`src/rtl/dev_arbiter.sv`:
```
// Multi-requester arbiter feeding one registered device slot (starvation, opmode priority, round-robin).
// Optional starvation promotion is compiled in with `define DEV_ARBITER_STARVE_EN.
module dev_arbiter #(
   parameter int NUM_REQ      = 4,
   parameter int STARVE_LIMIT = 15
) (
   input  logic                  clk,
   input  logic                  reset,
   input  logic [NUM_REQ-1:0]    req_valid_i,
   input  logic [19*NUM_REQ-1:0] req_addr_i,
   input  logic [16*NUM_REQ-1:0] req_data_i,
   output logic [NUM_REQ-1:0]    req_ready_o,
   output logic                  dev_valid_o,
   output logic [18:0]           dev_addr_o,
   output logic [15:0]           dev_data_o,
   input  logic                  dev_ready_i,
   input  logic                  dev_opmode_i,
   output logic [NUM_REQ-1:0]    grant_o
);

   localparam int PTR_W = $clog2(NUM_REQ);

   logic                 dev_valid_r;
   logic [18:0]          dev_addr_r;
   logic [15:0]          dev_data_r;
   logic [NUM_REQ-1:0]   grant_r;
   logic [PTR_W-1:0]     rr_ptr_r;

   logic                 can_load_s;
   logic                 load_s;
   logic                 starve_found_s;
   logic [PTR_W-1:0]     starve_idx_s;
   logic                 rr_found_s;
   logic [PTR_W-1:0]     rr_idx_s;
   logic [PTR_W-1:0]     win_idx_s;
   logic [PTR_W-1:0]     next_ptr_s;
   logic [NUM_REQ-1:0]   win_onehot_s;
   logic [18:0]          win_addr_s;
   logic [15:0]          win_data_s;

   // The slot may take a new beat when empty or when its beat leaves this cycle.
   assign can_load_s = !dev_valid_r || dev_ready_i;
   assign load_s     = reset && can_load_s && (|req_valid_i);

`ifdef DEV_ARBITER_STARVE_EN
   logic [7:0]         wait_cnt_r [NUM_REQ];
   logic [NUM_REQ-1:0] starved_s;

   // Saturating per-requester wait counters.
   always_ff @(posedge clk) begin
      for (int i = 0; i < NUM_REQ; i++) begin
         if (!reset) begin
            wait_cnt_r[i] <= 8'd0;
         end else if (!req_valid_i[i] || req_ready_o[i]) begin
            wait_cnt_r[i] <= 8'd0;
         end else if (wait_cnt_r[i] != 8'hFF) begin
            wait_cnt_r[i] <= wait_cnt_r[i] + 8'd1;
         end else begin
            wait_cnt_r[i] <= wait_cnt_r[i];
         end
      end
   end

   // Lowest-index starved requester; scanning downward lets the lowest index overwrite.
   always_comb begin
      starve_found_s = 1'b0;
      starve_idx_s   = '0;
      for (int i = 0; i < NUM_REQ; i++) begin
         starved_s[i] = (wait_cnt_r[i] >= 8'(STARVE_LIMIT));
      end
      for (int i = NUM_REQ - 1; i >= 0; i--) begin
         if (req_valid_i[i] && starved_s[i]) begin
            starve_found_s = 1'b1;
            starve_idx_s   = PTR_W'(i);
         end else begin
            starve_found_s = starve_found_s;
         end
      end
   end
`else
   assign starve_found_s = 1'b0;
   assign starve_idx_s   = '0;
`endif

   // Round-robin search from rr_ptr; the nearest valid requester is found last.
   always_comb begin
      logic [PTR_W:0] pos_v;
      rr_found_s = 1'b0;
      rr_idx_s   = '0;
      pos_v      = '0;
      for (int k = NUM_REQ - 1; k >= 0; k--) begin
         pos_v = {1'b0, rr_ptr_r} + (PTR_W+1)'(k);
         if (pos_v >= (PTR_W+1)'(NUM_REQ)) begin
            pos_v = pos_v - (PTR_W+1)'(NUM_REQ);
         end else begin
            pos_v = pos_v;
         end
         if (req_valid_i[pos_v[PTR_W-1:0]]) begin
            rr_found_s = 1'b1;
            rr_idx_s   = pos_v[PTR_W-1:0];
         end else begin
            rr_found_s = rr_found_s;
         end
      end
   end

   // Priority: starved, then opmode requester 0, then round-robin.
   always_comb begin
      win_idx_s = '0;
      if (starve_found_s) begin
         win_idx_s = starve_idx_s;
      end else if (dev_opmode_i && req_valid_i[0]) begin
         win_idx_s = '0;
      end else if (rr_found_s) begin
         win_idx_s = rr_idx_s;
      end else begin
         win_idx_s = '0;
      end
   end

   // Winner one-hot and its payload slices.
   always_comb begin
      win_onehot_s = '0;
      win_addr_s   = 19'd0;
      win_data_s   = 16'd0;
      for (int i = 0; i < NUM_REQ; i++) begin
         if (win_idx_s == PTR_W'(i)) begin
            win_onehot_s[i] = 1'b1;
            win_addr_s      = req_addr_i[19*i +: 19];
            win_data_s      = req_data_i[16*i +: 16];
         end else begin
            win_onehot_s[i] = 1'b0;
         end
      end
   end

   assign req_ready_o = load_s ? win_onehot_s : '0;
   assign next_ptr_s  = (win_idx_s == PTR_W'(NUM_REQ - 1)) ? '0 : (win_idx_s + PTR_W'(1));

   // Output slot and round-robin pointer.
   always_ff @(posedge clk) begin
      if (!reset) begin
         dev_valid_r <= 1'b0;
         dev_addr_r  <= 19'd0;
         dev_data_r  <= 16'd0;
         grant_r     <= '0;
         rr_ptr_r    <= '0;
      end else if (load_s) begin
         dev_valid_r <= 1'b1;
         dev_addr_r  <= win_addr_s;
         dev_data_r  <= win_data_s;
         grant_r     <= win_onehot_s;
         rr_ptr_r    <= next_ptr_s;
      end else if (dev_valid_r && dev_ready_i) begin
         dev_valid_r <= 1'b0;
         grant_r     <= '0;
      end else begin
         dev_valid_r <= dev_valid_r;
         grant_r     <= grant_r;
      end
   end

   assign dev_valid_o = dev_valid_r;
   assign dev_addr_o  = dev_addr_r;
   assign dev_data_o  = dev_data_r;
   assign grant_o     = grant_r;

endmodule

```
`config.mk`:
```
export PLATFORM = sky130hd
export DESIGN_NAME = dev_arbiter
export DESIGN_NICKNAME = d
export VERILOG_FILES = /design/src/rtl/dev_arbiter.sv
export SDC_FILE = /design/constraint.sdc
export NUM_CORES = 1
export LEC_CHECK = 0
export CAP_MARGIN = 5
export CORE_MARGIN = 2
export CORE_UTILIZATION = 38
export CTS_CLUSTER_SIZE = 16
export DETAILED_ROUTE_END_ITERATION = 10
export PLACE_DENSITY = 0.88
export SYNTH_ARGS = -nofsm -noshare
export SYNTH_HDL_FRONTEND = slang
export SYNTH_SLANG_ARGS = --single-unit
export TNS_END_PERCENT = 30
```
`constraint.sdc`:
```
create_clock -name clk -period 6.25 [get_ports clk]
set_input_delay 0.9375 -clock clk [delete_from_list [all_inputs] [get_ports clk]]
set_output_delay 0.9375 -clock clk [all_outputs]
set_load 0.02 [all_outputs]
```
* Word-level counts from Yosys, hierarchy flattened *
Cells that the tools add are included.

storage, ports and cells
  register bits = 42
  bits of input ports = 148
  word-level logic and storage cells = 73

operators by class
  $add $sub $neg = 8
  magnitude comparators = 8
  equal/unequal tests = 3
  mux-type cells = 40
  reductions and logical operators = 9

operator list
  operator                                                                       count
  19-bit 2-to-1 mux                                                              4
  16-bit 2-to-1 mux                                                              4
  2-bit 2-to-1 mux                                                               11
  1-bit 2-to-1 mux                                                               14
  2-bit by 3-bit less-than comparator with 1-bit output (second input constant)  4
  4-bit 2-to-1 mux                                                               3
  3-bit >= comparator (second input constant)                                    3
  1-bit binary-select mux with 2-bit select                                      4
  2-bit by 1-bit subtractor with 2-bit output (second input constant)            4
  2-bit by 2-bit adder with 3-bit output (second input constant)                 2
  2-bit equality test (second input constant)                                    2
  1-bit logical AND                                                              4
  4-bit OR reduction                                                             1
  2-bit by 1-bit adder with 3-bit output (second input constant)                 1
  2-bit by 3-bit >= comparator with 1-bit output (second input constant)         1
  2-bit by 1-bit adder with 2-bit output (second input constant)                 1
  2-bit by 1-bit equality test with 1-bit output (second input constant)         1
  2-bit zero test                                                                1
  2-bit nonzero test                                                             1
  1-bit zero test                                                                1
  1-bit logical OR                                                               1

* Depth between registers and ports, before layout *
Gate-level depths: netlist (run 1).

  depth after elaboration = 16
  depth in mapped cells = 11

* Least setup slack after synthesis (run 1) *
No wires, ideal clock.

  path kind = input port to output port
  start = in req_valid_i[0]
  end = out req_ready_o[1]
  arrival time = 2.734 ns
  data required time = 5.312 ns
  slack = 2.578 ns
  cell stages on the path = 7
  buffers on the path = 3
  path through = buf_6 -> mux2_2 -> a221oi_1 -> ha_1 -> buf_2 -> buf_1 -> and3_1

between the ends
  longest elaborated chain between the ends = 11
  elaborated cells on any way between the ends = 24
  classes of those cells = eq/ne: 1; mux: 20; reduce/logical: 3

RTL lines
  what                                                                line  text
  start: declaration                                                  9     input logic [NUM_REQ-1:0] req_valid_i,
  1-bit binary-select mux with 2-bit select                           98    if (req_valid_i[pos_v[PTR_W-1:0]]) begin
  1-bit 2-to-1 mux (not written as such)                              98
  2-bit 2-to-1 mux or 1-bit 2-to-1 mux (tied branches) (4 in series)  98
  2-bit 2-to-1 mux                                                    114   end else if (rr_found_s) begin
  2-bit 2-to-1 mux                                                    112   end else if (dev_opmode_i && req_valid_i[0]) begin
  2-bit by 1-bit equality test with 1-bit output                      127   if (win_idx_s == PTR_W'(i)) begin
  1-bit 2-to-1 mux                                                    127
  4-bit 2-to-1 mux (*)                                                137   assign req_ready_o = load_s ? win_onehot_s : '0;
  end: declaration                                                    12    output logic [NUM_REQ-1:0] req_ready_o,

Every way passes the cells marked *; elsewhere a longest branch is shown, timed or not. The select of a mux whose other input is x is not followed.

* Worst setup path in the final report (run 1) *
Ends and elaborated chain as after synthesis.

==> results.py, run 1 <==
metrics = {
    "timing": {
        "period_needed_ns": 4.71,
        "worst_clock_skew_ns": 0.00494,
        "fmaxAchievable_ghz": 0.212,
        "worst_pin_slew_ns": 0.813,
        "drv_slew": 0,
        "slew_headroom_pct": 45.6,
        "tns_ns": 0,
        "hold_slack_ns": 0.541,
        "fin_crit_sh_pct": 75.4,
        "setup_violations": 0,
        "hold_violations": 0,
        "grt_setup_unrepaired": "no",
    },
    "final_layout": {
        "layout.nets": 657,
        "final_common_cell": "clkdlybuf4s50_1",
        "area_growth_pct": 75.8,
        "mostFrequentLayoutCells": "clkdlybuf4s50_1, dfxtp_1, inv_1",
        "multi_input_area_sq_um": 1490,
        "n_antenna_cell": 0,
        "seqCellArea_sq_um": 841,
        "fill_cells": 566,
        "layoutNonFillerInstCount": 586,
        "layout-drive-gt1-share_pct": 3.95,
    },
    "synth": {
        "yosys_warnings": 0,
        "synthCells": 340,
        "yosysSeqAreaShare_pct": 32.0,
        "syn_avg_cell_area_sq_um": 7.72,
        "synth_cell_types": 30,
        "synth_area_sq_um": 2630,
        "synth_fp_nets": 492,
        "synth-main-ff-cell": "dfxtp_1",
        "synthArstFlopShare_pct": 0,
        "synth_seq_cells": 42,
        "synth_enable_flop_cells": 0,
    },
    "critical_path": {
        "critPathLaunchType": "primary input",
        "reg2regPathDepth": 9,
        "end_kind": "output pin",
        "cp.required_ns": 5.31,
        "worstPathMaxFanout": 40,
        "crit_type": "primary input to output pin",
        "cp.arrival_ns": 3.78,
    },
    "placed_design": {
        "place_congestion": 0.837,
        "placed_cells": 578,
        "port_buffers": 191,
        "dpl.hpwl_mm": 6.87,
    },
    "power_and_ir_drop": {
        "p_int_w": 0.000638,
        "ir_drop_mv": 0.110,
        "fin_total_pwr_w": 0.000955,
        "combPwrFrac_pct": 47.3,
        "power_frac_seq_pct": 34.2,
        "switching_share_pct": 33.2,
        "powerDensity_nw_per_um2": 207,
        "pwr-share-clk_pct": 18.6,
        "switching_power_w": 0.000317,
        "leakage_nw": 1.84,
    },
    "clocking": {
        "path_clk_slew_ns": 0.07,
        "cts_tree": "yes",
        "htreeDepth": 2,
        "cts_made_buffers": 5,
        "postCtsHoldBufs": 0,
        "insertion_delay_ns": 0.28,
        "postCtsSetupBuffers": 0,
        "post_cts_resized": 0,
        "cts.sinks": 42,
        "cts_root_buf": "clkbuf_8",
        "cts_buffer_depth": 2,
    },
    "floorplanning": {
        "dieWidth_um": 87.1,
        "initial_core_util_pct": 38.9,
        "rows": 30,
        "dieArea_sq_um": 7590,
        "core-area_sq_um": 6760,
        "dieHeight_um": 87.1,
        "num_io_pins": 192,
    },
    "run_status": {
        "status": "finished clean",
    },
    "drt": {
        "dr.first_iter.drc_count": 179,
        "first_pass_iters": 5,
        "route.detailed.drc": 0,
        "antenna_left": 0,
        "vias_per_cell": 5.64,
        "finalWirelength_mm": 9.36,
        "vias": 3305,
        "avgRoutedWirePerCell_um": 16.0,
    },
    "global_routing": {
        "grt_max_degree": 73,
        "grt_first_pass_wirelength_mm": 14.5,
        "antenna_found_initial": 0,
        "grt_overflow": 0,
        "grt_usage_pct": 23.9,
        "grt_pass1_vias": 3179,
    },
    "job": {
        "maxCapViolCount": 0,
    },
    "worst_hold_path": {
        "hold_class": "flop to flop",
        "min_path_cells": 2,
    },
}
==> worst max-delay path, cell delays in order <==
cell and delay [ns]:
clkdlybuf4s50_1 0.54, mux2_2 0.31, a221oi_1 0.50, ha_1 0.23
buf_4 0.37, and3_1 0.24, clkdlybuf4s50_1 0.60
==> stage by stage <==
step / area [sq um] / setup WS (ns) / util [%]
2_1_floorplan: 2630 / 2.58 / -
3_3_place_gp: 4530 / 1.67 / 67.0
3_5_place_dp: 4530 / 1.58 / 67.0
4_1_cts: 4620 / 1.57 / 68.3
5_1_grt: 4620 / 1.39 / 68.3
6_report: 4620 / 1.54 / 68.3
==> sequential cells by signal (all words and copies together) (netlist names) <==
register	count
grant_o	4
dev_data_o	16
rr_ptr_r	2
dev_addr_o	19
dev_valid_o	1
==> final cells by class <==
cell class	instances	share of cell area (%)
Multi-Input combinational cell	221	32.2
Sequential cell	42	18.2
Tap cell	80	2.17
Clock inverter	1	0.108
Timing Repair Buffer	197	42.4
Inverter	38	3.09
Clock buffer	7	1.87
==> kinds of logic (layout without fill, tap and decap cells) <==
family,after synthesis,in the layout,synth area share [%]
AO/OA/AOI/OAI,160,160,43.2
multiplexers,5,5,1.95
adder cells (fa/ha/maj),4,4,1.91
flip-flops,42,42,32.0
buffers and inverters,77,243,12.0
AND/OR/NAND/NOR,52,52,8.96
==> metal layers <==
| metal | GRT usage (%) | vias up | share of wire, % |
|---|---|---|---|
| met5 | 0 | - | 0 |
| met4 | 8.67 | 0 | 2.7 |
| met3 | 5.02 | 21 | 7.2 |
| met2 | 44.6 | 139 | 53 |
| met1 | 26.4 | 1547 | 38 |
| li1 | - | 1598 | - |
==> power groups by stage <==
| stage | Sequential, W | Clock [W] | Combinational, W |
|---|---|---|---|
| 2_1_floorplan | 0.000373 | 0 | 0.000201 |
| 3_3_place_gp | 0.000330 | 0 | 0.000443 |
| 3_5_place_dp | 0.000332 | 0 | 0.000452 |
| 4_1_cts | 0.000326 | 0.000182 | 0.000455 |
| 5_1_grt | 0.000330 | 0.000196 | 0.000488 |
| 6_report | 0.000326 | 0.000177 | 0.000451 |
==> cells in the mapped netlist (2+ instances only) <==
cell type | count | area, sq um
dfxtp_1 | 42 | 841
inv_1 | 38 | 143
o21ai_0 | 37 | 185
a221oi_1 | 35 | 307
nand2_1 | 35 | 131
a211o_1 | 34 | 298
a31oi_1 | 34 | 213
clkbuf_1 | 26 | 97.6
buf_2 | 9 | 45.0
a21oi_1 | 7 | 35.0
and3_1 | 4 | 25.0
ha_1 | 4 | 50.1
mux2i_1 | 4 | 40.0
a32oi_1 | 3 | 26.3
and2_1 | 3 | 18.8
nor2_1 | 3 | 11.3
nor2b_1 | 3 | 18.8
o21ai_1 | 3 | 15.0
buf_1 | 2 | 7.51
buf_6 | 2 | 22.5
nand2b_1 | 2 | 12.5
o211ai_1 | 2 | 15.0
==> path summary, 6_finish.rpt <==
path                                                  from  slack, ns                          to
worst max-delay path                        req_valid_i[0]       1.54              req_ready_o[1]
worst min-delay path            dev_data_o[4]$_SDFFE_PN0P_       0.54  dev_data_o[4]$_SDFFE_PN0P_
worst max register to register    rr_ptr_r[1]$_SDFFE_PN0P_       3.05  dev_addr_o[7]$_SDFFE_PN0P_
worst min register to register  dev_data_o[4]$_SDFFE_PN0P_       0.54  dev_data_o[4]$_SDFFE_PN0P_
No activity file was read; power rests on OpenSTA's default activity.
==> run 2, diff against run 1 <==
--- a/config.mk
+++ b/config.mk
@@ -7,10 +7,10 @@
 export LEC_CHECK = 0
 export CAP_MARGIN = 5
 export CORE_MARGIN = 2
-export CORE_UTILIZATION = 38
+export CORE_UTILIZATION = 35
 export CTS_CLUSTER_SIZE = 16
 export DETAILED_ROUTE_END_ITERATION = 10
-export PLACE_DENSITY = 0.88
+export PLACE_DENSITY = 0.82
 export SYNTH_ARGS = -nofsm -noshare
 export SYNTH_HDL_FRONTEND = slang
 export SYNTH_SLANG_ARGS = --single-unit
==> constraint.sdc (replaced) <==
create_clock -name clk -period 4.9 [get_ports clk]
set_input_delay 0.735 -clock clk [delete_from_list [all_inputs] [get_ports clk]]
set_output_delay 0.735 -clock clk [all_outputs]
set_load 0.02 [all_outputs]
==> run 2 against run 1 <==
Net effect:
- non-clock buffer count rose by 1
- largest cell class unchanged
- largest power group unchanged
- critical endpoint unchanged
- global-route usage fell by 1.2 points
- clock power rose by 29%
- die area rose by 8.2%
==> results.py, run 2 (same netlist as run 1, synthesis figures left out) <==
metrics = {
    "placed_design": {
        "port_buffers": 191,
        "pre_cts_ws_ns": 0.846,
        "place_congestion": 0.806,
        "place_area_sq_um": 4560,
        "dpl.hpwl_mm": 7.04,
        "placed_cells": 598,
    },
    "timing": {
        "drv_slew": 0,
        "setup_violations": 0,
        "hold_slack_ns": 0.494,
        "worst_pin_slew_ns": 0.717,
        "fin_crit_sh_pct": 82.5,
        "period_needed_ns": 4.04,
        "slew_headroom_pct": 52.2,
        "worst_clock_skew_ns": 0.0140,
        "fmaxAchievable_ghz": 0.247,
        "tns_ns": 0,
        "grt_setup_unrepaired": "no",
        "hold_violations": 0,
        "fin_ws_ns": 0.856,
    },
    "drt": {
        "vias_per_cell": 5.39,
        "finalWirelength_mm": 9.67,
        "antenna_left": 0,
        "route.detailed.drc": 0,
        "vias": 3266,
        "first_pass_iters": 4,
        "avgRoutedWirePerCell_um": 16.0,
        "dr.first_iter.drc_count": 96,
    },
    "power_and_ir_drop": {
        "powerDensity_nw_per_um2": 263,
        "switching_power_w": 0.000409,
        "power_frac_seq_pct": 33.9,
        "p_int_w": 0.000815,
        "leakage_nw": 1.84,
        "switching_share_pct": 33.4,
        "combPwrFrac_pct": 47.3,
        "pwr-share-clk_pct": 18.7,
        "ir_drop_mv": 0.139,
    },
    "clocking": {
        "cts_buffer_depth": 2,
        "htreeDepth": 2,
        "post_cts_resized": 0,
        "cts_root_buf": "clkbuf_8",
        "cts_made_buffers": 5,
        "path_clk_slew_ns": 0.07,
        "postCtsSetupBuffers": 0,
        "postCtsHoldBufs": 0,
        "cts.sinks": 42,
        "insertion_delay_ns": 0.29,
        "cts_tree": "yes",
    },
    "critical_path": {
        "critPathLaunchType": "primary input",
        "r2r_setup_slack_ns": 1.90,
        "cpMaxStageDelayCell": "clkdlybuf4s50_1",
        "reg2regPathDepth": 9,
        "worst-path-buf-inv": 3,
        "cpMostUsedCell": "clkdlybuf4s50_1",
        "crit_chain": "clkdlybuf4s50_1, mux2_2, a221oi_1, ha_1, buf_4, and3_1, clkdlybuf4s50_1",
        "rr_startpoint": "rr_ptr_r[1]$_SDFFE_PN0P_",
        "worstPathMaxFanout": 16,
        "cp.arrival_ns": 3.31,
        "rr_endpoint": "dev_data_o[11]$_SDFFE_PN0P_",
        "slowest_delay_ns": 0.60,
        "cp.required_ns": 4.16,
        "cp_top_family": "buffers and inverters",
        "end_kind": "output pin",
        "crit_type": "primary input to output pin",
    },
    "job": {
        "maxCapViolCount": 0,
    },
    "final_layout": {
        "layout-drive-gt1-share_pct": 4.14,
        "layout.nets": 658,
        "mostFrequentLayoutCells": "clkdlybuf4s50_1, dfxtp_1, inv_1",
        "n_antenna_cell": 0,
        "post-route-cell-area_sq_um": 4650,
        "largest_register_ffs": 19,
        "area_growth_pct": 77.0,
        "layoutNonFillerInstCount": 606,
        "final_common_cell": "clkdlybuf4s50_1",
    },
    "worst_hold_path": {
        "hold_class": "flop to flop",
        "hold_end": "grant_o[3]$_SDFFE_PN0P_",
        "min_path_cells": 2,
        "worstHoldStart": "grant_o[3]$_SDFFE_PN0P_",
    },
    "floorplanning": {
        "core-area_sq_um": 7250,
        "dieHeight_um": 90.6,
        "initial_core_util_pct": 36.2,
        "num_io_pins": 192,
        "dieWidth_um": 90.6,
        "rows": 31,
        "dieArea_sq_um": 8210,
    },
    "run_status": {
        "status": "finished clean",
    },
    "global_routing": {
        "grt_max_degree": 73,
        "grt_usage_pct": 22.7,
        "grt_pass1_vias": 3097,
        "grt_overflow": 0,
        "antenna_found_initial": 0,
        "grt_first_pass_wirelength_mm": 15.2,
    },
}
-- run 2: cell types whose count changed in the layout (fill, tap and decap cells not counted), sizes merged --
cell / delta
buf: +1
-- run 2: through the flow --
| step | total power [W] | utilization, % |
|---|---|---|
| final | 0.00122 | 64.1 |
| after global routing | 0.00130 | 64.1 |
| after CTS | 0.00124 | 64.1 |
| after detailed placement | 0.00100 | 62.8 |
| after global placement | 0.000990 | 62.8 |
| after floorplan | 0.000732 | - |
-- run 2: layer usage --
layer / global-route usage, % / wire length, um / up-vias
met5: 0 / 0 / -
met4: 6.41 / 152 / 0
met3: 6.09 / 784 / 12
met2: 42.1 / 4900 / 147
met1: 25.1 / 3830 / 1508
li1: - / - / 1599
-- run 2: how the worst max path moves through the flow --
| stage | start | cells after the start | slack, ns | end |
|---|---|---|---|---|
| CTS | req_valid_i[0] | 7 | 0.83 | req_ready_o[1] |
| detailed placement | req_valid_i[0] | 7 | 0.85 | req_ready_o[1] |
| finish | req_valid_i[0] | 7 | 0.86 | req_ready_o[1] |
| floorplan | req_valid_i[0] | 7 | 1.63 | req_ready_o[1] |
| global placement | req_valid_i[0] | 7 | 0.92 | req_ready_o[1] |
| global route | req_valid_i[0] | 7 | 0.71 | req_ready_o[1] |
-- run 2: cell type report --
class                      count  area (sq um)
multi-input combinational    221          1490
tap                           99           124
clock buffer                   7          86.3
inverter                      38           143
timing repair buffer         198          1960
fill                         643          2610
sequential                    42           841
clock inverter                 1          5.00
-- run 2: power groups by stage --
stage	combinational (W)	clock [W]	sequential (W)
floorplan	0.000256	0	0.000475
global placement	0.000568	0	0.000422
detailed placement	0.000581	0	0.000422
CTS	0.000583	0.000237	0.000415
global route	0.000625	0.000252	0.000422
finish	0.000580	0.000229	0.000415
-- run 2: worst min-delay path, stage by stage, from the launching register on --
cell and delay, ns:
dfxtp_1 0.31, o211ai_1 0.09, nand2b_1 0.06
==> run 3, diff against run 2 <==
==> constraint.sdc (replaced) <==
create_clock -name clk -period 4.1 [get_ports clk]
set_input_delay 0.615 -clock clk [delete_from_list [all_inputs] [get_ports clk]]
set_output_delay 0.615 -clock clk [all_outputs]
set_load 0.02 [all_outputs]
==> run 3 against run 2 <==
Net effect:
- sequential share of layout area fell by 0.087 points
- critical path depth unchanged
- total power increased by 24%
- worst hold slack better by 0.011 ns
- wire length shrank 0.54%
- critical path type unchanged
- critical endpoint unchanged
- largest cell class unchanged
==> results.py, run 3 (same netlist as run 1, synthesis figures left out) <==
metrics = {
    "critical_path": {
        "cpMaxStageDelayCell": "clkdlybuf4s50_1",
        "cp.arrival_ns": 3.07,
        "crit_cells": 7,
        "reg2regPathDepth": 11,
        "slowest_delay_ns": 0.60,
        "cp_top_family": "buffers and inverters",
        "crit_chain": "clkdlybuf4s50_1, mux2_2, a221oi_1, ha_1, buf_4, and3_1, clkdlybuf4s50_1",
        "worstPathMaxFanout": 16,
        "worst-path-buf-inv": 3,
        "crit_type": "primary input to output pin",
        "cp.required_ns": 3.48,
        "critPathLaunchType": "primary input",
        "cpMostUsedCell": "clkdlybuf4s50_1",
        "end_kind": "output pin",
    },
    "job": {
        "maxCapViolCount": 0,
    },
    "drt": {
        "route.detailed.drc": 0,
        "dr.first_iter.drc_count": 141,
        "wl_met1_mm": 3.80,
        "first_pass_iters": 6,
        "vias": 3273,
        "wl_met2_mm": 4.95,
        "top_layer": "met4",
        "antenna_left": 0,
        "dr_wl_met3_um": 716,
        "vias_per_cell": 5.39,
        "finalWirelength_mm": 9.62,
        "avgRoutedWirePerCell_um": 15.9,
    },
    "timing": {
        "fin_crit_sh_pct": 90.0,
        "tns_ns": 0,
        "grt_setup_unrepaired": "no",
        "setup_violations": 0,
        "hold_violations": 0,
        "drv_slew": 0,
        "fin_ws_ns": 0.411,
        "period_needed_ns": 3.69,
        "worst_pin_slew_ns": 0.916,
        "worst_clock_skew_ns": 0.0101,
        "fmaxAchievable_ghz": 0.271,
        "slew_headroom_pct": 38.7,
    },
    "clocking": {
        "cts_root_buf": "clkbuf_8",
        "cts_made_buffers": 5,
        "postCtsHoldBufs": 0,
        "cts_tree": "yes",
        "post_cts_resized": 0,
        "cts.sinks": 42,
        "insertion_delay_ns": 0.29,
        "cts_buffer_depth": 2,
        "htreeDepth": 2,
        "postCtsSetupBuffers": 0,
        "path_clk_slew_ns": 0.08,
    },
    "power_and_ir_drop": {
        "fin_total_pwr_w": 0.00151,
        "leakage_nw": 1.85,
        "ir_drop_mv": 0.149,
        "powerDensity_nw_per_um2": 324,
    },
    "global_routing": {
        "grt_pass1_vias": 3241,
        "grt_first_pass_wirelength_mm": 15.7,
        "antenna_found_initial": 0,
        "grt_usage_pct": 23.1,
        "grt_overflow": 0,
        "grt_max_degree": 73,
    },
    "placed_design": {
        "port_buffers": 191,
        "pre_cts_ws_ns": 0.295,
        "dpl.hpwl_mm": 7.02,
        "place_congestion": 0.821,
    },
    "floorplanning": {
        "dieHeight_um": 90.6,
        "dieWidth_um": 90.6,
        "dieArea_sq_um": 8210,
        "initial_core_util_pct": 36.2,
        "num_io_pins": 192,
        "rows": 31,
        "core-area_sq_um": 7250,
    },
    "final_layout": {
        "area_growth_pct": 77.8,
        "largest_register_ffs": 19,
        "layout-drive-gt1-share_pct": 4.13,
        "final_common_cell": "clkdlybuf4s50_1",
        "mostFrequentLayoutCells": "clkdlybuf4s50_1, dfxtp_1, inv_1",
        "layout.nets": 659,
        "n_antenna_cell": 0,
    },
    "worst_hold_path": {
        "min_path_cells": 2,
        "hold_class": "flop to flop",
    },
    "run_status": {
        "status": "finished clean",
    },
}
run 3: cell count changes in the layout (fill, tap and decap cells not counted), sizes merged:
cell / delta
buf: +1
bufinv: +1
clkinv: -1
run 3: stage by stage:
| stage | utilization [%] | hold slack, ns | cells | area, sq um |
|---|---|---|---|---|
| 3_3_place_gp | 62.9 | 0.489 | 599 | 4560 |
| 4_1_cts | 64.4 | 0.516 | 607 | 4670 |
| 2_1_floorplan | - | 0.525 | 340 | 2630 |
| 3_5_place_dp | 62.9 | 0.504 | 599 | 4560 |
| 5_1_grt | 64.4 | 0.549 | 607 | 4670 |
| 6_report | 64.4 | 0.505 | 607 | 4670 |
run 3: routing by layer:
metal | vias up | track usage (%)
met5 | - | 0
met4 | 0 | 6.28
met3 | 12 | 5.76
met2 | 140 | 41.9
met1 | 1520 | 27.0
li1 | 1601 | -
run 3: area by class of cell:
| class | count | area [sq um] |
|---|---|---|
| well taps | 99 | 124 |
| repair buffers | 199 | 1970 |
| multi-input cells | 221 | 1490 |
| flip-flops and latches | 42 | 841 |
| clock buffers | 7 | 76.3 |
| clock inverters | 1 | 30.0 |
| fillers | 651 | 2580 |
| inverters | 38 | 143 |
run 3: power breakdown:
part	switching, W	internal [W]	total, W
clock network	0.000140	0.000182	0.000323
logic	0.000318	0.000375	0.000693
registers	0.0000321	0.000465	0.000497
run 3: final timing paths:
path                                 start                    endpoint  slack (ns)
setup / recovery            req_valid_i[0]              req_ready_o[1]        0.41
hold / removal     grant_o[3]$_SDFFE_PN0P_     grant_o[3]$_SDFFE_PN0P_        0.51
setup reg to reg  rr_ptr_r[1]$_SDFFE_PN0P_  dev_data_o[5]$_SDFFE_PN0P_        1.05
hold reg to reg    grant_o[3]$_SDFFE_PN0P_     grant_o[3]$_SDFFE_PN0P_        0.51
run 3: worst register-to-register path: cells and delay by family, from the launching register on:
kind            cells  cell delay (ns)
simple gates        2             0.94
compound gates      5             0.81
buf+inv             3             0.61
flops               1             0.38
fa+ha+maj           1             0.23
